--- src/rtl/writeback_unit.sv ---
// Writeback stage with integrated register file and retirement counter.
// The Memory-stage result is selected, captured into the Writeback stage,
// written to the register file, and counted as retired.
//
// Optional feature: define WB_BYPASS_EN to forward the Writeback-stage value
// onto op1/op2 when it targets the register being read.
//
// Ports:
//   clk, rst_n                 clock, asynchronous active-low reset
//   validM, isWb, isLd, isCall Memory-stage valid and control bits
//   rd                         destination register
//   aluResult, ldResult, pcM   candidate results and Memory-stage PC
//   stall, flush               hold / kill Writeback capture
//   rs1, rs2 -> op1, op2       combinational register reads
//   wbValid, wbRd, wbData      Writeback-stage contents (registered)
//   retired                    retired-instruction count (registered)
module writeback_unit #(
  parameter int unsigned DATA_W    = 32,
  parameter int unsigned REG_COUNT = 16
) (
  input  logic              clk,
  input  logic              rst_n,
  input  logic              validM,
  input  logic              isWb,
  input  logic              isLd,
  input  logic              isCall,
  input  logic [3:0]        rd,
  input  logic [DATA_W-1:0] aluResult,
  input  logic [DATA_W-1:0] ldResult,
  input  logic [DATA_W-1:0] pcM,
  input  logic              stall,
  input  logic              flush,
  input  logic [3:0]        rs1,
  input  logic [3:0]        rs2,
  output logic [DATA_W-1:0] op1,
  output logic [DATA_W-1:0] op2,
  output logic              wbValid,
  output logic [3:0]        wbRd,
  output logic [DATA_W-1:0] wbData,
  output logic [31:0]       retired
);

  localparam int unsigned IDX_W = 4;
  localparam int unsigned CNT_W = 32;

  logic [DATA_W-1:0] regfile [REG_COUNT];
  logic [DATA_W-1:0] result_c;

  // Result select: call return address beats load data beats ALU result.
  always_comb begin
    result_c = aluResult;
    if (isCall) begin
      result_c = pcM + DATA_W'(4);
    end else if (isLd) begin
      result_c = ldResult;
    end
  end

  // Writeback stage register; flush kills only the valid bit.
  always_ff @(posedge clk or negedge rst_n) begin
    if (!rst_n) begin
      wbValid <= 1'b0;
      wbRd    <= '0;
      wbData  <= '0;
    end else if (flush) begin
      wbValid <= 1'b0;
    end else if (!stall) begin
      wbValid <= validM & isWb;
      wbRd    <= rd;
      wbData  <= result_c;
    end
  end

  // An instruction retires when it leaves the stage (advanced or flushed).
  always_ff @(posedge clk or negedge rst_n) begin
    if (!rst_n) begin
      retired <= '0;
    end else if (wbValid && (!stall || flush)) begin
      retired <= retired + CNT_W'(1);
    end
  end

  // Register file write; repeated writes while stalled are harmless.
  always_ff @(posedge clk or negedge rst_n) begin
    if (!rst_n) begin
      for (int unsigned i = 0; i < REG_COUNT; i++) begin
        regfile[IDX_W'(i)] <= '0;
      end
    end else if (wbValid) begin
      regfile[wbRd] <= wbData;
    end
  end

  // Register reads, optionally forwarding the in-flight Writeback value.
  always_comb begin
`ifdef WB_BYPASS_EN
    op1 = (wbValid && (wbRd == rs1)) ? wbData : regfile[rs1];
    op2 = (wbValid && (wbRd == rs2)) ? wbData : regfile[rs2];
`else
    op1 = regfile[rs1];
    op2 = regfile[rs2];
`endif
  end

endmodule

--- config.mk ---
export PLATFORM = sky130hd
export DESIGN_NAME = writeback_unit
export DESIGN_NICKNAME = d
export VERILOG_FILES = /design/src/rtl/writeback_unit.sv
export SDC_FILE = /design/constraint.sdc
export NUM_CORES = 1
export LEC_CHECK = 0
export BUFFER_PORTS_ARGS = -buffer_cell sky130_fd_sc_hd__buf_2
export CORE_UTILIZATION = 40
export CTS_CLUSTER_DIAMETER = 40
export CTS_CLUSTER_SIZE = 10
export DETAILED_ROUTE_END_ITERATION = 10
export MAX_ROUTING_LAYER = met4
export PLACE_DENSITY = 0.56
export SETUP_SLACK_MARGIN = 0.1
export SLEW_MARGIN = 25
export SYNTH_ARGS = -nofsm -noshare
export SYNTH_HDL_FRONTEND = slang
export SYNTH_SLANG_ARGS = --single-unit
--- constraint.sdc ---
create_clock -name clk -period 2.97 [get_ports clk]
set_input_delay 0.594 -clock clk [delete_from_list [all_inputs] [get_ports clk]]
set_output_delay 0.594 -clock clk [all_outputs]
set_load 0.03 [all_outputs]
==> metrics.md, run 1 <==
| Metric | Value |
|---|---|
| Core ar. | `75900 um2` |
| Slew Limit Headroom | `0.334` |
| DRT antenna net count | `0` |
| Chip Width | `about 280 um` |
| Via-to-Cell Ratio | `5.87` |
| R2r startpoint | `wbRd[2]$_DFFE_PN0P_` |
| Drc violations | `0` |
| Unrepaired setup endpoints after global routing | `true` |
| Worst Setup SP | `rs2[0]` |
| Crit path kind | `input port to output pin` |
| Slew @ Worst Pin | `999 ps` |
| Worst hold slack | `151 ps` |
| R2r setup slk | `640 ps` |
| Post-Route WL | `~96000 um` |
| Fin util | `0.514` |
| Syn Area/Cell | `about 16 um2` |
| FMAX | `roughly 340 MHz` |
| GPL Wtd Cong | `0.811` |
| I/O Pins | `249` |
| Synthesized flop and latch total | `581` |
| TritonRoute pass-1 iters | `5` |
| HP Class | `input port to flip-flop` |
| DP Worst Slack | `-9.49 ps` |
| Fraction of final layout cells sized beyond drive strength 1 | `0.612` |
| Reg clk slew, reported paths | `50 ps` |
| Async set or reset register ratio after synthesis | `1.00` |
| Root Driver | `clkbuf_16` |
| Max H-tree Level | `3` |
| Pleak | `0.0179 uW` |
| Run status | `finished, final reports clean` |
| Vias | `19893` |
| DP Area | `34000 um2` |
| Most common library cells after synthesis | `dfrtp_1, mux2_2, mux4_2` |
| MaxCap Viol Count | `0` |
| Setup total negative slack | `0 ps` |
| Register area share after synthesis | `0.474` |
| Initial antenna violation count | `3` |
| Clk buf depth | `3` |
| Setup WS post-layout | `29.1 ps` |
| Post-synth EDFFs | `0` |
| Hold wc startpoint | `rd[3]` |
| Top FF cell, synth | `dfrtp_1` |
| WP data arrival | `2350 ps` |
| Design area | `39000 um2` |
| Period utilisation layout | `0.990` |
| P&R area growth vs syn | `27.3%` |
| # setup viols final | `0` |
| Most frequent cell after synthesis | `dfrtp_1` |
| Startpoint types | `input port` |
| Die area | `77800 um2` |
| Post-Synthesis Cells | `1934` |
| Syn_nets | `2052` |
| Clk sinks | `581` |
| GRT Overall Usage | `0.259` |
| Yosys top cell area share | `0.474` |
| Wire per inst | `28.3 um` |
| CP Data Required Time | `between 2000 and 2500 ps` |
| Clock skew | `27.4 ps` |
| CP Capture Type | `output pin` |
| Clk_lat worst skew | `650 ps` |
| Final-layout fill cell count | `6297` |
| Synth area leaders | `dfrtp_1, mux4_2, mux2_2` |
| Largest net degree at the start of global routing | `between 100 and 150` |
| Post-synthesis cell type count | `52` |
| Max-slew violations | `0` |
| Crit path max fanout | `7` |
| Row Count | `101` |
| Top cell type by total area after synthesis | `dfrtp_1` |
| 1st-iter DRT viols | `1540` |
| Layout net count | `about 2400` |
| Hold Vio Cnt, Final | `0` |
| Vias in the first global route | `21222` |
| TritonCTS Buffers | `105` |
| Grt total ovfl | `0` |
| CTS tree | `built` |
| Die Span Y | `279 um` |
| Netlist Area Pre-Place | `between 30000 and 40000 um2` |
| Initial core utilization | `0.404` |
| IO Port Bufs | `248` |
| Seq. cell area | `14500 um2` |
| First-pass GRT wire length | `144000 um` |
| P per Cell Area | `701 nW/um2` |
| Area of the multi-input gates | `15300 um2` |
| Placed wire-length estimate | `57300 um` |
| VDD IR max | `0.462 mV` |
| Final Critical Period | `2940 ps` |
| Number of synthesis warnings | `0` |
-- final timing paths --
kind,end,depth (start not counted)
min in group asynchronous,regfile[343]$_DFFE_PN0P_,2
worst max-delay path,op2[28],7
max in group asynchronous,regfile[300]$_DFFE_PN0P_,3
worst min register to register,retired[31]$_DFFE_PN0P_,1
worst min-delay path,wbRd[3]$_DFFE_PN0P_,3
worst max register to register,regfile[253]$_DFFE_PN0P_,4
-- report_power, final --
group / internal, uW / switching (uW)
clock network: 8430 / 4280
logic: 2610 / 2030
registers: 8990 / 1030
-- flip-flops by register name, indices dropped and copies added (netlist names) --
register,cells
regfile,512
retired,32
wbData,32
wbRd,4
wbValid,1
-- per-stage QoR --
stage	power [uW]	std cells
floorplan	12800	1934
CTS	27500	3382
global placement	14300	3152
detailed placement	14400	3152
global route	28400	3391
finish	27400	3391
-- worst max-delay path: stages --
cell and delay, ps:
clkbuf_16 140, buf_12 140, buf_16 140, buf_12 130
mux4_2 500, mux4_2 510, buf_6 160
-- per-layer routing --
layer,GRT usage,routed length (um)
met5,-,0
met4,0.0721,2040
met3,0.0393,4870
met2,0.407,47200
met1,0.352,41700
-- final cells by class --
| cell class | instances | share of cell area |
|---|---|---|
| diodes | 2 | 0.000128 |
| clock buffers | 122 | 0.0718 |
| clock inverters | 73 | 0.0245 |
| inverters | 7 | 0.000673 |
| multi-input cells | 1171 | 0.392 |
| flip-flops and latches | 581 | 0.372 |
| well taps | 1030 | 0.0330 |
| repair buffers | 405 | 0.105 |
-- kinds of logic after synthesis --
kind of cell             Yosys count  synth area share
buffers and inverters            182            0.0293
AO/OA/AOI/OAI                     55            0.0115
multiplexers                     864             0.434
adder cells (fa/ha/maj)            2          0.000816
AND/OR/NAND/NOR                  194            0.0348
XOR/XNOR                          56            0.0160
flip-flops                       581             0.474
-- cell usage in the layout (no fill, tap or decap), types with 19 or more instances in the layout --
cell and instances:
clkinv_2 19, xnor2_1 37, bufinv_16 19, nand2_1 65, buf_6 70, buf_4 62, mux2i_1 26, clkinvlp_4 19
buf_12 54, mux2_2 502, clkbuf_16 117, nor2_1 29, mux4_2 320, nand3_1 24, dfrtp_1 581, buf_2 182
xor2_1 19
-- timing repair --
item,4_1_cts,5_1_grt
setup buffers,21,0
resized for setup,119,51
cloned,13,7
hold buffers,1,0
endpoints found under the hold margin,36,0
setup endpoints to repair,58,57
(Power assumes the default switching activity.)
==> run 2: changes to the inputs <==
--- a/config.mk
+++ b/config.mk
@@ -6,12 +6,12 @@
 export NUM_CORES = 1
 export LEC_CHECK = 0
 export BUFFER_PORTS_ARGS = -buffer_cell sky130_fd_sc_hd__buf_2
-export CORE_UTILIZATION = 40
+export CORE_UTILIZATION = 45
 export CTS_CLUSTER_DIAMETER = 40
 export CTS_CLUSTER_SIZE = 10
 export DETAILED_ROUTE_END_ITERATION = 10
 export MAX_ROUTING_LAYER = met4
-export PLACE_DENSITY = 0.56
+export PLACE_DENSITY = 0.62
 export SETUP_SLACK_MARGIN = 0.1
 export SLEW_MARGIN = 25
 export SYNTH_ARGS = -nofsm -noshare
==> run 2 against run 1 <==
  * Fmax increased by 1.4%
  * First-iteration DRC count increased by 2.8%
  * Clock power is 7% lower
  * Global-route usage is 1.8 points higher
  * Via count is 0.71% higher
  * Routed wire length fell by 2.7%
  * Final area down 3.8%
  * Non-clock buffer count down 33
  * Setup slack better by 40 ps
  * Final cell count is 5.9% lower
  * Register-to-register slack better by 50 ps
  * Largest cell class unchanged
  * Largest power group unchanged
==> metrics.md, run 2 (same netlist as run 1, synthesis figures left out) <==
| Metric | Value |
|---|---|
| Max-slew violations | `0` |
| VDD IR max | `0.483 mV` |
| Initial core utilization | `0.456` |
| Non-Filler Instances | `3190` |
| Clk sinks | `581` |
| # setup viols final | `0` |
| P_int | `19100 uW` |
| IO Port Bufs | `about 250` |
| HP Class | `input port to flip-flop` |
| Placed wire-length estimate | `a little under 60000 um` |
| CTS tree | `built` |
| Top reg by flops | `regfile` |
| Combinational power share | `0.166` |
| Hold Vio Cnt, Final | `0` |
| Startpoint types | `flip-flop` |
| Run status | `finished, final reports clean` |
| Pleak | `0.0174 uW` |
| Setup total negative slack | `0 ps` |
| Period utilisation layout | `0.977` |
| Slew Limit Headroom | `0.534` |
| Layout net count | `2350` |
| Row Count | `between 90 and 100` |
| Most frequent cells in the layout | `dfrtp_1, mux2_2, mux4_2` |
| Core ar. | `67300 um2` |
| Flop pwr share | `0.383` |
| Setup WS post-layout | `68.6 ps` |
| Chip Width | `263 um` |
| Final Critical Period | `~2900 ps` |
| Largest net degree at the start of global routing | `107` |
| First-pass GRT wire length | `137000 um` |
| 1st-iter DRT viols | `1583` |
| DP Worst Slack | `-25.6 ps` |
| Switching power | `7180 uW` |
| P per Cell Area | `698 nW/um2` |
| Clk_lat worst skew | `about 650 ps` |
| Crit path max fanout | `3` |
| Root Driver | `clkbuf_16` |
| Switching share of power | `0.273` |
| TritonCTS Buffers | `99` |
| GRT Overall Usage | `0.278` |
| Largest register FFs | `512` |
| Slew @ Worst Pin | `694 ps` |
| CP Capture Type | `output pin` |
| Clock power share | `0.451` |
| Initial antenna violation count | `5` |
| Post-Route WL | `93200 um` |
| FMAX | `345 MHz` |
| GPL Wtd Cong | `approximately 0.84` |
| Clk buf depth | `3` |
| Placed cells | `2989` |
| Clock skew | `27.5 ps` |
| Most common cell after layout, fill and taps aside | `dfrtp_1` |
| Max H-tree Level | `3` |
| Wire per inst | `29.2 um` |
| CP Data Required Time | `between 2000 and 2500 ps` |
| Unrepaired setup endpoints after global routing | `true` |
| Via-to-Cell Ratio | `~6.3` |
| Worst hold slack | `134 ps` |
| I/O Pins | `249` |
| Grt total ovfl | `0` |
| Crit path kind | `flip-flop to output pin` |
| Fin util | `0.558` |
| MaxCap Viol Count | `0` |
| Fraction of final layout cells sized beyond drive strength 1 | `0.603` |
| Final-layout fill cell count | `roughly 5300` |
| DRT antenna net count | `0` |
| Vias in the first global route | `21088` |
| Die area | `69200 um2` |
| Reg clk slew, reported paths | `50 ps` |
| Vias | `20035` |
| WP data arrival | `~2300 ps` |
| Biggest regs | `regfile (512), retired (32), wbData (32)` |
| P&R area growth vs syn | `22.5%` |
| TritonRoute pass-1 iters | `7` |
| Drc violations | `0` |
| Die Span Y | `263 um` |
-- run 2: layout make-up --
type	count	area, um2	area share
clock inverter	61	753	0.0200
multi-input combinational	1171	15300	0.408
sequential	581	14500	0.387
antenna	2	5.00	0.000133
tap	873	1090	0.0291
clock buffer	123	2720	0.0724
timing repair buffer	372	3120	0.0830
inverter	7	26.3	0.000699
-- run 2: critical path, cell delays in order, from the launching register on --
cell     delay (ps)
dfrtp_1         400
mux4_2          500
mux4_2          570
buf_6           180
-- run 2: through the flow --
step	area [um2]	power (uW)
2_1_floorplan	30700	12800
3_3_place_gp	33500	14200
3_5_place_dp	33500	14400
4_1_cts	37300	26300
5_1_grt	37600	27200
6_report	37600	26200
-- run 2: metal layers --
| metal | part of all wire | wire [um] | GRT usage | vias to the layer above |
|---|---|---|---|---|
| met1 | 0.41 | 37900 | 0.360 | 10797 |
| met5 | 0 | 0 | - | - |
| li1 | - | - | - | 8169 |
| met4 | 0.041 | 3800 | 0.121 | 0 |
| met3 | 0.071 | 6600 | 0.0588 | 239 |
| met2 | 0.48 | 44900 | 0.423 | 830 |
-- run 2: what timing repair did --
action                                  4_1_cts  5_1_grt
endpoints found under the setup margin       54       55
hold buffers                                  1        0
cloned                                        3       10
hold endpoints to repair                     48        0
resized for setup                            29       41
buffers inserted                              1        0
-- run 2: worst paths after layout --
path,from,end,slack [ps],depth (start not counted)
min,rd[1],wbRd[1]$_DFFE_PN0P_,130,3
max in group asynchronous,rst_n,regfile[418]$_DFFE_PN0P_,1420,3
max,regfile[61]$_DFFE_PN0P_,op1[29],70,3
min reg2reg,retired[31]$_DFFE_PN0P_,retired[31]$_DFFE_PN0P_,470,1
min in group asynchronous,rst_n,wbData[24]$_DFFE_PN0P_,510,2
max reg2reg,wbRd[2]$_DFFE_PN0P_,regfile[245]$_DFFE_PN0P_,690,5
-- run 2: power by group through the flow --
stage	Sequential (uW)	Clock [uW]	Combinational, uW
after floorplan	9860	0	2960
after global placement	10000	0	4140
after detailed placement	10100	0	4240
after CTS	10000	12000	4320
after global routing	10200	12400	4620
final	10000	11800	4360
